`config.mk`:
```
export PLATFORM = sky130hd
export DESIGN_NAME = lift_ctrl_flat
export DESIGN_NICKNAME = d
export VERILOG_FILES = /design/src/rtl/lift_ctrl_if.sv /design/src/rtl/lift_ctrl.sv /design/src/flat_wrapper.sv
export SDC_FILE = /design/constraint.sdc
export NUM_CORES = 1
export LEC_CHECK = 0
export CORE_MARGIN = 3
export CORE_UTILIZATION = 54
export CTS_BUF_LIST = sky130_fd_sc_hd__clkbuf_8
export DETAILED_ROUTE_END_ITERATION = 10
export PLACE_DENSITY = 0.81
export SLEW_MARGIN = 0
export SYNTH_ARGS = -nofsm -noshare
export SYNTH_HDL_FRONTEND = slang
export SYNTH_SLANG_ARGS = --single-unit
```
`constraint.sdc`:
```
create_clock -name clk -period 4 [get_ports clk]
set_input_delay 0.6 -clock clk [delete_from_list [all_inputs] [get_ports clk]]
set_output_delay 0.6 -clock clk [all_outputs]
set_load 0.03 [all_outputs]
```
`src/rtl/lift_ctrl_if.sv`:
```
// Request and status bundle between the button logic and the lift controller.
// The master side issues floor requests; the slave side reports car status.
interface lift_ctrl_if #(
  parameter int FLOORS  = 8,
  parameter int FLOOR_W = 3
);
  logic               req_valid;
  logic [FLOOR_W-1:0] req_floor;
  logic [FLOOR_W-1:0] lift_floor;
  logic [1:0]         lift_state;
  logic [FLOORS-1:0]  pending;

  modport master (
    output req_valid, req_floor,
    input  lift_floor, lift_state, pending
  );

  modport slave (
    input  req_valid, req_floor,
    output lift_floor, lift_state, pending
  );
endinterface

```
`src/rtl/lift_ctrl.sv`:
```
// Single-car lift controller: latches floor requests and serves them in
// SCAN order, one floor per TRAVEL_CYC cycles, door open DOOR_CYC cycles.
module lift_ctrl #(
  parameter int FLOORS     = 8,
  parameter int FLOOR_W    = 3,
  parameter int TRAVEL_CYC = 4,
  parameter int DOOR_CYC   = 3
) (
  input  logic     clk,
  input  logic     rst,
  lift_ctrl_if.slave bus
);

  typedef enum logic [1:0] {
    IDLE = 2'b00,
    UP   = 2'b01,
    DOWN = 2'b10,
    DOOR = 2'b11
  } state_t;

  localparam int TW = (TRAVEL_CYC > 1) ? $clog2(TRAVEL_CYC) : 1;
  localparam int DW = (DOOR_CYC > 1) ? $clog2(DOOR_CYC) : 1;
  localparam logic [TW-1:0] T_LAST = TW'(TRAVEL_CYC - 1);
  localparam logic [DW-1:0] D_LAST = DW'(DOOR_CYC - 1);

  state_t             state;
  logic [FLOOR_W-1:0] floor;
  logic [FLOORS-1:0]  pend;
  logic               last_up;
  logic [TW-1:0]      t_cnt;
  logic [DW-1:0]      d_cnt;

  logic               req_ok;
  logic               req_here;
  logic [FLOORS-1:0]  set_mask;
  logic [FLOORS-1:0]  pend_set;
  logic [FLOOR_W-1:0] nf;
  logic [2:0]         cur;
  logic [2:0]         nxt;
  logic               up_pick;
  logic               fwd;
  logic               bwd;

  // {above, here, below} of floor f within mask p
  function automatic logic [2:0] scan(
    input logic [FLOORS-1:0]  p,
    input logic [FLOOR_W-1:0] f
  );
    logic [2:0] r;
    r = '0;
    for (int i = 0; i < FLOORS; i++) begin
      if (i > int'(f))
        r[2] = r[2] | p[i];
      else if (i == int'(f))
        r[1] = r[1] | p[i];
      else
        r[0] = r[0] | p[i];
    end
    return r;
  endfunction

  always_comb begin
    req_ok   = bus.req_valid
             && (int'(bus.req_floor) < FLOORS);
    req_here = req_ok && (state == DOOR)
             && (bus.req_floor == floor);
    set_mask = '0;
    if (req_ok && !req_here)
      set_mask = FLOORS'(1) << bus.req_floor;
    pend_set = pend | set_mask;
    nf       = (state == UP) ? floor + FLOOR_W'(1)
                             : floor - FLOOR_W'(1);
    cur      = scan(pend, floor);
    nxt      = scan(pend, nf);
    up_pick  = cur[2] && (!cur[0] || last_up);
    fwd      = (state == UP) ? nxt[2] : nxt[0];
    bwd      = (state == UP) ? nxt[0] : nxt[2];
  end

  always_ff @(posedge clk or posedge rst) begin
    if (rst) begin
      state   <= IDLE;
      floor   <= '0;
      pend    <= '0;
      last_up <= 1'b1;
      t_cnt   <= '0;
      d_cnt   <= '0;
    end else begin
      pend <= pend_set;
      unique case (state)
        IDLE: begin
          if (cur[1]) begin
            state <= DOOR;
            d_cnt <= '0;
            pend  <= pend_set & ~(FLOORS'(1) << floor);
          end else if (up_pick) begin
            state <= UP;
            t_cnt <= '0;
          end else if (cur[0]) begin
            state <= DOWN;
            t_cnt <= '0;
          end
        end
        UP, DOWN: begin
          if (t_cnt != T_LAST) begin
            t_cnt <= t_cnt + TW'(1);
          end else begin
            floor   <= nf;
            last_up <= (state == UP);
            t_cnt   <= '0;
            if (nxt[1]) begin
              state <= DOOR;
              d_cnt <= '0;
              pend  <= pend_set & ~(FLOORS'(1) << nf);
            end else if (!fwd) begin
              state <= bwd ? ((state == UP) ? DOWN : UP)
                           : IDLE;
            end
          end
        end
        DOOR: begin
          // a same-floor call keeps the door open instead of latching
          if (req_here) begin
            d_cnt <= '0;
          end else if (d_cnt != D_LAST) begin
            d_cnt <= d_cnt + DW'(1);
          end else begin
            t_cnt <= '0;
            if (up_pick)
              state <= UP;
            else if (cur[0])
              state <= DOWN;
            else
              state <= IDLE;
          end
        end
      endcase
    end
  end

  assign bus.lift_floor = floor;
  assign bus.lift_state = state;
  assign bus.pending    = pend;

endmodule
```
`src/flat_wrapper.sv`:
```
// flat-port wrapper written by rule: the top's interface ports become plain ports
module lift_ctrl_flat 
#(
  parameter int FLOORS     = 8,
  parameter int FLOOR_W    = 3,
  parameter int TRAVEL_CYC = 4,
  parameter int DOOR_CYC   = 3
)
  (clk, rst, bus_req_valid, bus_req_floor, bus_lift_floor, bus_lift_state, bus_pending);
  lift_ctrl_if #(.FLOORS(FLOORS), .FLOOR_W(FLOOR_W)) bus_i ();
  input  logic clk;
  input  logic rst;
  input wire logic [$bits(bus_i.req_valid)-1:0] bus_req_valid;
  input wire logic [$bits(bus_i.req_floor)-1:0] bus_req_floor;
  output wire logic [$bits(bus_i.lift_floor)-1:0] bus_lift_floor;
  output wire logic [$bits(bus_i.lift_state)-1:0] bus_lift_state;
  output wire logic [$bits(bus_i.pending)-1:0] bus_pending;
  assign bus_i.req_valid = bus_req_valid;
  assign bus_i.req_floor = bus_req_floor;
  assign bus_lift_floor = bus_i.lift_floor;
  assign bus_lift_state = bus_i.lift_state;
  assign bus_pending = bus_i.pending;
  lift_ctrl #(.FLOORS(FLOORS), .FLOOR_W(FLOOR_W), .TRAVEL_CYC(TRAVEL_CYC), .DOOR_CYC(DOOR_CYC)) u_core (.clk(clk), .rst(rst), .bus(bus_i));
endmodule
```
==> flow_metrics.py, run 1 <==
metrics = {
    "outcome": {
        "run_status": "complete, no violations",
    },
    "placement": {
        "place_hpwl_mm": 3.97,
        "place_ws_ns": 0.674,
        "port_buffers": 18,
        "dpl_cell_area_um2": 2130,
        "place_congestion": 0.953,
    },
    "setup_path": {
        "critical_path_required_ns": 4.15,
        "arrival_ns": 3.57,
        "crit_path_end_kind": "flop",
        "rrSetupSlack_ns": 0.59,
        "start_kind": "flop",
        "crit_type": "reg -> reg",
        "path_max_fanout": 16,
    },
    "grt": {
        "antenna_found_initial": 0,
        "grt_pass1_vias": 1843,
        "grt_pass1_wl_mm": 9.12,
        "grt_remaining_overflow": 0,
        "grt_max_degree": 23,
        "track_usage_pct": 26.9,
    },
    "detailed_routing": {
        "wirelength_mm": 5.49,
        "vias": 2039,
        "drc": 0,
        "post_drt_wl_per_cell_um": 17.9,
        "drt_iter0_markers": 289,
        "ant_nets": 0,
        "first_pass_iters": 5,
        "viasPerCell": 6.66,
    },
    "clock_network": {
        "clkTransAtPathRegs_ns": 0.08,
        "clockBufferDepth": 2,
        "tritoncts": "built",
        "post_cts.repair.setup_buffers": 0,
        "cts_buffers": 3,
        "clock_tree.root_cell": "clkbuf_8",
        "cts.sinks": 18,
        "cts.htree.levels": 1,
        "clock_latency_ns": 0.27,
        "post_cts_resized": 0,
        "hold_buffers": 0,
    },
    "timing": {
        "rsz0062_at_grt": "false",
        "slew_violations": 0,
        "final.setup_skew_ns": 0.00243,
        "fin_crit_ns": 3.41,
        "fmax_mhz": 293,
        "finalSetupViolCount": 0,
        "period_share_pct": 85.3,
        "hold_viol_final": 0,
        "tightest_slew_ns": 0.789,
        "fin_ws_ns": 0.587,
        "setup_tns_ns": 0,
        "relSlewSlack_pct": 46.8,
    },
    "floorplan": {
        "rows": 21,
        "fp.dieW_um": 66.3,
        "initial_core_util_pct": 57.5,
        "coreArea_um2": 3420,
        "die_h_um": 66.3,
        "io_pins": 19,
        "dieArea_um2": 4400,
    },
    "yosys": {
        "synth_edf_count": 0,
        "synth_warnings": 0,
        "synth_nets": 271,
        "synthesis.area_um2": 1970,
        "ys.flop_type": "dfrtp_1",
        "ys_seq_elements": 18,
        "synth.yosys.seq_area_share_pct": 23.0,
        "synth.distinct_cells": 65,
        "postSynthCellCount": 252,
        "synthArstFlopShare_pct": 100,
        "avgSynthCellArea_um2": 7.80,
    },
    "job": {
        "max-cap-violations": 0,
    },
    "finish": {
        "drive_above_1_share_pct": 6.15,
        "diodes": 0,
        "synthToLayoutAreaGrowth_pct": 11.3,
        "fin_area_um2": 2190,
        "fin_nets": 280,
        "n_fill_cell": 303,
        "utilization_pct": 64.0,
    },
    "hold_path": {
        "min_path_type": "reg -> reg",
    },
}
-- sequential cells by signal, summed over array words and instances (netlist names) --
signal                 flops
u_core.bus.lift_floor      3
u_core.bus.pending         8
u_core.last_up             1
u_core.bus.lift_state      2
u_core.t_cnt               2
u_core.d_cnt               2
-- worst paths after layout --
kind	from	to	depth (start not counted)
setup reg to reg	u_core.bus.lift_floor[1]	u_core.bus.lift_state[1]	9
min in group asynchronous	rst	u_core.bus.pending[6]	2
setup / recovery	u_core.bus.lift_floor[1]	u_core.bus.lift_state[1]	9
max in group asynchronous	rst	u_core.bus.pending[4]	2
hold / removal	u_core.last_up	u_core.last_up	2
hold reg to reg	u_core.last_up	u_core.last_up	2
-- critical path, stage by stage (launching register included) --
cell and delay [ns]:
dfrtp_1 0.63, inv_1 0.20, ha_1 0.54, nor2b_1 0.25, a22o_1 0.31, a2111o_1 0.45, o21ai_2 0.11, nand2_2 0.09
o311ai_2 0.36, mux2_1 0.36
-- routing by layer --
metal,global-route usage (%),up-vias,routed length (um)
met4,9.90,0,136
met5,0,-,0
met1,39.7,953,2350
met2,39.7,128,2470
met3,3.06,15,533
li1,-,943,-
-- metrics by stage --
stage	hold WS, ns	cells
floorplan	0.464	252
global placement	0.488	302
detailed placement	0.495	302
CTS	0.505	306
global route	0.554	306
finish	0.509	306
-- cells in the final DEF, fill, tap and decap left out, types with 5 or more instances in the layout --
master           instances
mux2i_1                  5
a31oi_1                  7
clkdlybuf4s50_1         18
dfrtp_1                 17
inv_1                   20
nand2_1                 21
ha_1                    13
o21ai_0                 20
a21oi_1                 27
nand3_1                  7
nor2_1                  13
nand2b_1                 8
-- Yosys cell counts (all sizes together), types with 4 or more instances --
| master | number | share of area [%] |
|---|---|---|
| a211oi | 4 | 1.8 |
| a21oi | 27 | 6.9 |
| a31oi | 7 | 2.2 |
| buf | 9 | 3.1 |
| clkbuf | 7 | 1.3 |
| dfrtp | 17 | 22 |
| ha | 13 | 8.3 |
| inv | 21 | 4.0 |
| mux2 | 6 | 3.6 |
| mux2i | 5 | 2.5 |
| nand2 | 22 | 4.3 |
| nand2b | 8 | 2.5 |
| nand3 | 7 | 1.8 |
| nor2 | 13 | 2.5 |
| nor2b | 4 | 1.3 |
| nor3 | 4 | 1.0 |
| o211ai | 4 | 1.5 |
| o21ai | 22 | 5.8 |
| xor2 | 4 | 2.2 |
-- area by class of cell --
cell class	instances	area [um2]	share of cell area [%]
Clock buffer	4	55.1	2.52
Inverter	21	78.8	3.60
Multi-Input combinational cell	197	1350	61.7
Sequential cell	18	452	20.7
Tap cell	46	57.6	2.63
Timing Repair Buffer	20	195	8.92
-- logic make-up after synthesis --
logic type,count (synthesis),synth area share [%]
buffers and inverters,37,8.40
DFF,18,23.0
xor gates and xnor gates,6,3.06
adders and majority gates,14,8.78
muxes,11,6.17
AOI/OAI and AO/OA,95,32.3
and+or+nand+nor,71,18.3
Power of run 1 is not shown: default switching activity piles up to over one toggle a cycle in this logic, so the estimate is an artifact.
==> inputs of run 2 (changes only) <==
Settings changed: ABC_AREA set to 1, CORE_ASPECT_RATIO set to 1.4.
==> run 2 against run 1 <==
Against the previous run: worst setup slack gained 0.77 ns; count of clock-buffer cells in the layout unchanged; critical path type unchanged; via count rose by 3.4%; final area fell by 0.69%.
==> flow_metrics.py, run 2 <==
metrics = {
    "outcome": {
        "run_status": "complete, no violations",
    },
    "finish": {
        "largest_reg_flops": 8,
        "fin_area_um2": 2170,
        "diodes": 0,
        "drive_above_1_share_pct": 7.14,
        "fin_nets": 342,
        "synthToLayoutAreaGrowth_pct": 12.4,
        "final_cell_mix": "93 x nand2_1, 35 x inv_1, 31 x nor2_1, 21 x o21ai_0, 18 x clkdlybuf4s50_1",
        "mostFrequentLayoutCell": "nand2_1",
    },
    "yosys": {
        "yosys-top-cells-area": "dfrtp_1 22%, nand2_1 18%, ha_1 8.4%",
        "synth_most_common_cell": "nand2_1",
        "synthesis.area_um2": 1930,
        "synth_top_cell_area_share_pct": 22.0,
        "synth_common_cells": "93 x nand2_1, 35 x inv_1, 31 x nor2_1, 21 x o21ai_0, 17 x dfrtp_1",
        "synthArstFlopShare_pct": 100,
        "ys.flop_type": "dfrtp_1",
        "avgSynthCellArea_um2": 6.34,
        "synth.distinct_cells": 38,
        "synth_warnings": 0,
        "ys_seq_elements": 18,
        "synth.yosys.seq_area_share_pct": 23.4,
        "synth_top_area_cell": "dfrtp_1",
        "synth_edf_count": 0,
        "synth_nets": 324,
        "postSynthCellCount": 305,
    },
    "setup_path": {
        "critical_path_required_ns": 4.19,
        "start_kind": "flop",
        "crit_path_end_kind": "flop",
        "rrSetupSlack_ns": 1.35,
        "arrival_ns": 2.83,
        "crit_type": "reg -> reg",
        "path_max_fanout": 9,
    },
    "clock_network": {
        "cts.sinks": 18,
        "tritoncts": "built",
        "clock_latency_ns": 0.25,
        "clkTransAtPathRegs_ns": 0.07,
        "cts_buffers": 3,
        "hold_buffers": 0,
        "cts.htree.levels": 1,
        "post_cts_resized": 0,
        "post_cts.repair.setup_buffers": 0,
        "clockBufferDepth": 2,
        "clock_tree.root_cell": "clkbuf_8",
    },
    "floorplan": {
        "fp.dieW_um": 56.6,
        "io_pins": 19,
        "die_h_um": 76.8,
        "dieArea_um2": 4340,
        "rows": 25,
        "initial_core_util_pct": 56.7,
        "coreArea_um2": 3410,
    },
    "grt": {
        "track_usage_pct": 27.2,
        "grt_max_degree": 19,
        "grt_pass1_vias": 2038,
        "grt_remaining_overflow": 0,
        "grt-busiest-layer": "met2",
        "grt_use_met3_pct": 3.03,
        "grtUsageMet1_pct": 34.9,
        "grt_pass1_wl_mm": 9.39,
        "antenna_found_initial": 0,
        "grtUsageMet2_pct": 43.3,
    },
    "job": {
        "max-cap-violations": 0,
    },
    "hold_path": {
        "min_path_type": "reg -> reg",
    },
    "detailed_routing": {
        "viasPerCell": 5.82,
        "drt_iter0_markers": 105,
        "wirelength_mm": 5.52,
        "vias": 2108,
        "ant_nets": 0,
        "post_drt_wl_per_cell_um": 15.2,
        "drc": 0,
        "first_pass_iters": 4,
    },
    "timing": {
        "rsz0062_at_grt": "false",
        "setup_tns_ns": 0,
        "relSlewSlack_pct": 53.3,
        "finalSetupViolCount": 0,
        "fmax_mhz": 378,
        "period_share_pct": 66.1,
        "hold_viol_final": 0,
        "fin_crit_ns": 2.65,
        "final.setup_skew_ns": 0.00350,
        "tightest_slew_ns": 0.700,
        "slew_violations": 0,
    },
    "placement": {
        "place_congestion": 0.957,
        "dpl_cell_area_um2": 2120,
        "port_buffers": 18,
        "place_hpwl_mm": 4.36,
    },
}
run 2: changes by cell type after synthesis, sizes merged, moves of 7 or more:
cell | previous run | this run
nand2 | 22 | 101
nor2 | 13 | 34
inv | 21 | 38
a21oi | 27 | 11
nand3 | 7 | 18
nand2b | 8 | 0
nand4 | 1 | 8
run 2: worst paths after layout:
check / endpoint / from / depth (start not counted)
setup / recovery: u_core.bus.lift_state[1] / u_core.bus.lift_floor[0] / 16
hold / removal: u_core.last_up / u_core.last_up / 2
setup reg to reg: u_core.bus.lift_state[1] / u_core.bus.lift_floor[0] / 16
hold reg to reg: u_core.last_up / u_core.last_up / 2
max in group asynchronous: u_core.bus.pending[3] / rst / 2
min in group asynchronous: u_core.bus.lift_floor[0] / rst / 2
run 2: layout make-up:
cell class	instances	area [um2]
clock buffer	4	55.1
sequential	18	452
timing repair buffer	18	180
inverter	38	148
fill	325	1240
tap	40	50.0
multi-input combinational	244	1290
run 2: cells by family after synthesis:
group	Yosys count	share of synthesized area (%)
xor gates and xnor gates	1	0.453
buffers and inverters	43	10.0
adders and majority gates	13	8.41
and+or+nand+nor	176	40.8
DFF	18	23.4
AOI/OAI and AO/OA	54	16.9
run 2: through the flow:
step	setup WS, ns	std cells	hold slack, ns	util [%]
2_1_floorplan	1.59	305	0.446	-
3_3_place_gp	1.45	358	0.460	62.1
3_5_place_dp	1.41	358	0.480	62.1
4_1_cts	1.39	362	0.493	63.7
5_1_grt	0.964	362	0.521	63.7
6_report	1.35	362	0.490	63.7
run 2: layer usage:
metal | routed length (um) | vias to the layer above
met1 | 2210 | 954
met3 | 359 | 22
li1 | - | 1046
met4 | 265 | 0
met5 | 0 | -
met2 | 2690 | 86
run 2: worst max-delay path: stages, from the launching register on:
cell and delay, ns:
dfrtp_1 0.50, inv_1 0.24, ha_1 0.38, inv_1 0.06, nand2_1 0.05, nand2_1 0.15, nor2_1 0.30, nand2_1 0.16
o21ai_0 0.19, inv_1 0.05, nand2_1 0.08, nand2_1 0.07, nand2_1 0.08, nand2_1 0.04, nand2_1 0.07, nand2_1 0.05
o21ai_1 0.10
Power of run 2 is left out for the same reason.
==> inputs of run 3 (changes only) <==
Settings changed: PLACE_DENSITY 0.81 to 0.84.
Clock period 4 ns to 2.28 ns, I/O delays scaled along.
==> run 3 against run 2 <==
Against the previous run: final area increased by 14%; via count is 7.5% higher; critical path type unchanged; worst hold slack got worse by 0.011 ns; sequential share of layout area is 2.4 points lower; fmax grew 20%; flip-flop and latch count unchanged.
==> flow_metrics.py, run 3 (synthesis results as in run 2) <==
metrics = {
    "timing": {
        "final.setup_skew_ns": 0.00144,
        "period_share_pct": 96.6,
        "finalSetupViolCount": 0,
        "fmax_mhz": 454,
        "fin_ws_ns": 0.0777,
        "slew_violations": 0,
        "rsz0062_at_grt": "true",
        "fin_crit_ns": 2.20,
        "hold_viol_final": 0,
        "tightest_slew_ns": 0.716,
        "relSlewSlack_pct": 52.2,
    },
    "placement": {
        "place_congestion": 0.976,
        "place_hpwl_mm": 4.54,
        "port_buffers": 18,
        "dpl_cell_area_um2": 2290,
        "place_ws_ns": 0.0489,
        "dp.cells": 376,
    },
    "floorplan": {
        "dieArea_um2": 4340,
        "fp.dieW_um": 56.6,
        "rows": 25,
        "coreArea_um2": 3410,
        "die_h_um": 76.8,
        "initial_core_util_pct": 56.7,
        "io_pins": 19,
    },
    "job": {
        "max-cap-violations": 0,
    },
    "clock_network": {
        "clock_tree.root_cell": "clkbuf_8",
        "clockBufferDepth": 2,
        "clock_latency_ns": 0.25,
        "cts.sinks": 18,
        "tritoncts": "built",
        "clkTransAtPathRegs_ns": 0.07,
        "cts.htree.levels": 1,
        "cts_buffers": 3,
    },
    "setup_path": {
        "crit_path_frequent_cell": "nand2_1",
        "path_cells": "inv_4, buf_4, ha_1, nand2_1, nand3_1, nand2_1, nor2_2, nand2_2, nand2_1, nand2_1, o21ai_0, inv_1, nand2_1, nand2_1, nand2_1",
        "crit-reg2reg-launch": "u_core.bus.lift_floor[0]",
        "r2r_cells": 15,
        "slowest_stage": "dfrtp_2",
        "startpoint": "u_core.bus.lift_floor[0]",
        "crit_type": "reg -> reg",
        "crit_path_end_kind": "flop",
        "critical_path_required_ns": 2.47,
        "r2r-end": "u_core.bus.lift_state[0]",
        "endpoint": "u_core.bus.lift_state[0]",
        "arrival_ns": 2.39,
        "start_kind": "flop",
        "critical-path-max-stage-delay_ns": 0.45,
        "path_max_fanout": 4,
        "rrSetupSlack_ns": 0.08,
    },
    "finish": {
        "final_cell_mix": "88 x nand2_1, 32 x inv_1, 27 x nor2_1, 19 x o21ai_0, 18 x clkdlybuf4s50_1",
        "mostFrequentLayoutCell": "nand2_1",
        "largest_reg_flops": 8,
        "finalNonFillerCells": 382,
        "diodes": 0,
        "synthToLayoutAreaGrowth_pct": 28.5,
        "fin_nets": 362,
        "fin_area_um2": 2480,
        "drive_above_1_share_pct": 21.1,
        "utilization_pct": 72.8,
        "n_fill_cell": 285,
    },
    "grt": {
        "track_usage_pct": 27.5,
        "antenna_found_initial": 0,
        "grt_max_degree": 19,
        "grt_pass1_vias": 2107,
        "grt_pass1_wl_mm": 9.56,
        "grt_remaining_overflow": 0,
    },
    "detailed_routing": {
        "viasPerCell": 5.93,
        "post_drt_wl_per_cell_um": 15.8,
        "drt_iter0_markers": 182,
        "wirelength_mm": 6.03,
        "ant_nets": 0,
        "vias": 2266,
        "drc": 0,
        "first_pass_iters": 5,
    },
    "hold_path": {
        "min_path_type": "reg -> reg",
    },
    "outcome": {
        "run_status": "complete, no violations",
    },
}
[run 3: routing by layer]
| metal | vias to the layer above | GRT usage (%) | part of all wire, % |
|---|---|---|---|
| li1 | 1086 | - | - |
| met1 | 1020 | 33.5 | 38 |
| met2 | 128 | 45.8 | 48 |
| met3 | 32 | 2.69 | 7.9 |
| met4 | 0 | 16.4 | 5.9 |
| met5 | - | 0 | 0 |
[run 3: layout make-up]
cell class	instances	area [um2]	share of cell area, %
sequential	18	458	18.4
inverter	38	155	6.25
timing repair buffer	37	330	13.3
clock buffer	4	55.1	2.22
multi-input combinational	245	1440	57.8
tap	40	50.0	2.02
[run 3: timing repair]
| item | in CTS | in global routing |
|---|---|---|
| setup buffers | 0 | 1 |
| resized for setup | 0 | 33 |
| endpoints found under the setup margin | 0 | 14 |
| hold buffers | 0 | 0 |
[run 3: worst min-delay path by stage]
stage,from,end,slack (ns),depth (start not counted)
final,u_core.d_cnt[0],u_core.d_cnt[0],0.48,1
after global routing,u_core.d_cnt[0],u_core.d_cnt[0],0.50,1
after CTS,u_core.d_cnt[0],u_core.d_cnt[0],0.48,1
after detailed placement,u_core.d_cnt[0],u_core.d_cnt[0],0.47,1
after global placement,u_core.d_cnt[0],u_core.d_cnt[0],0.46,1
after floorplan,rst,u_core.bus.pending[0],0.28,1
[run 3: metrics by stage]
| stage | setup TNS [ns] | hold slack [ns] |
|---|---|---|
| floorplan | 0 | 0.279 |
| global placement | 0 | 0.464 |
| detailed placement | 0 | 0.468 |
| CTS | 0 | 0.480 |
| global route | -0.593 | 0.498 |
| finish | 0 | 0.479 |
[run 3: critical path, delay by kind of cell, from the launching register on]
| kind | cells | cell delay (ns) |
|---|---|---|
| compound gates | 1 | 0.23 |
| flops | 1 | 0.45 |
| fa+ha+maj | 1 | 0.20 |
| buf+inv | 3 | 0.33 |
| simple gates | 10 | 0.93 |
Power of run 3 is left out for the same reason.
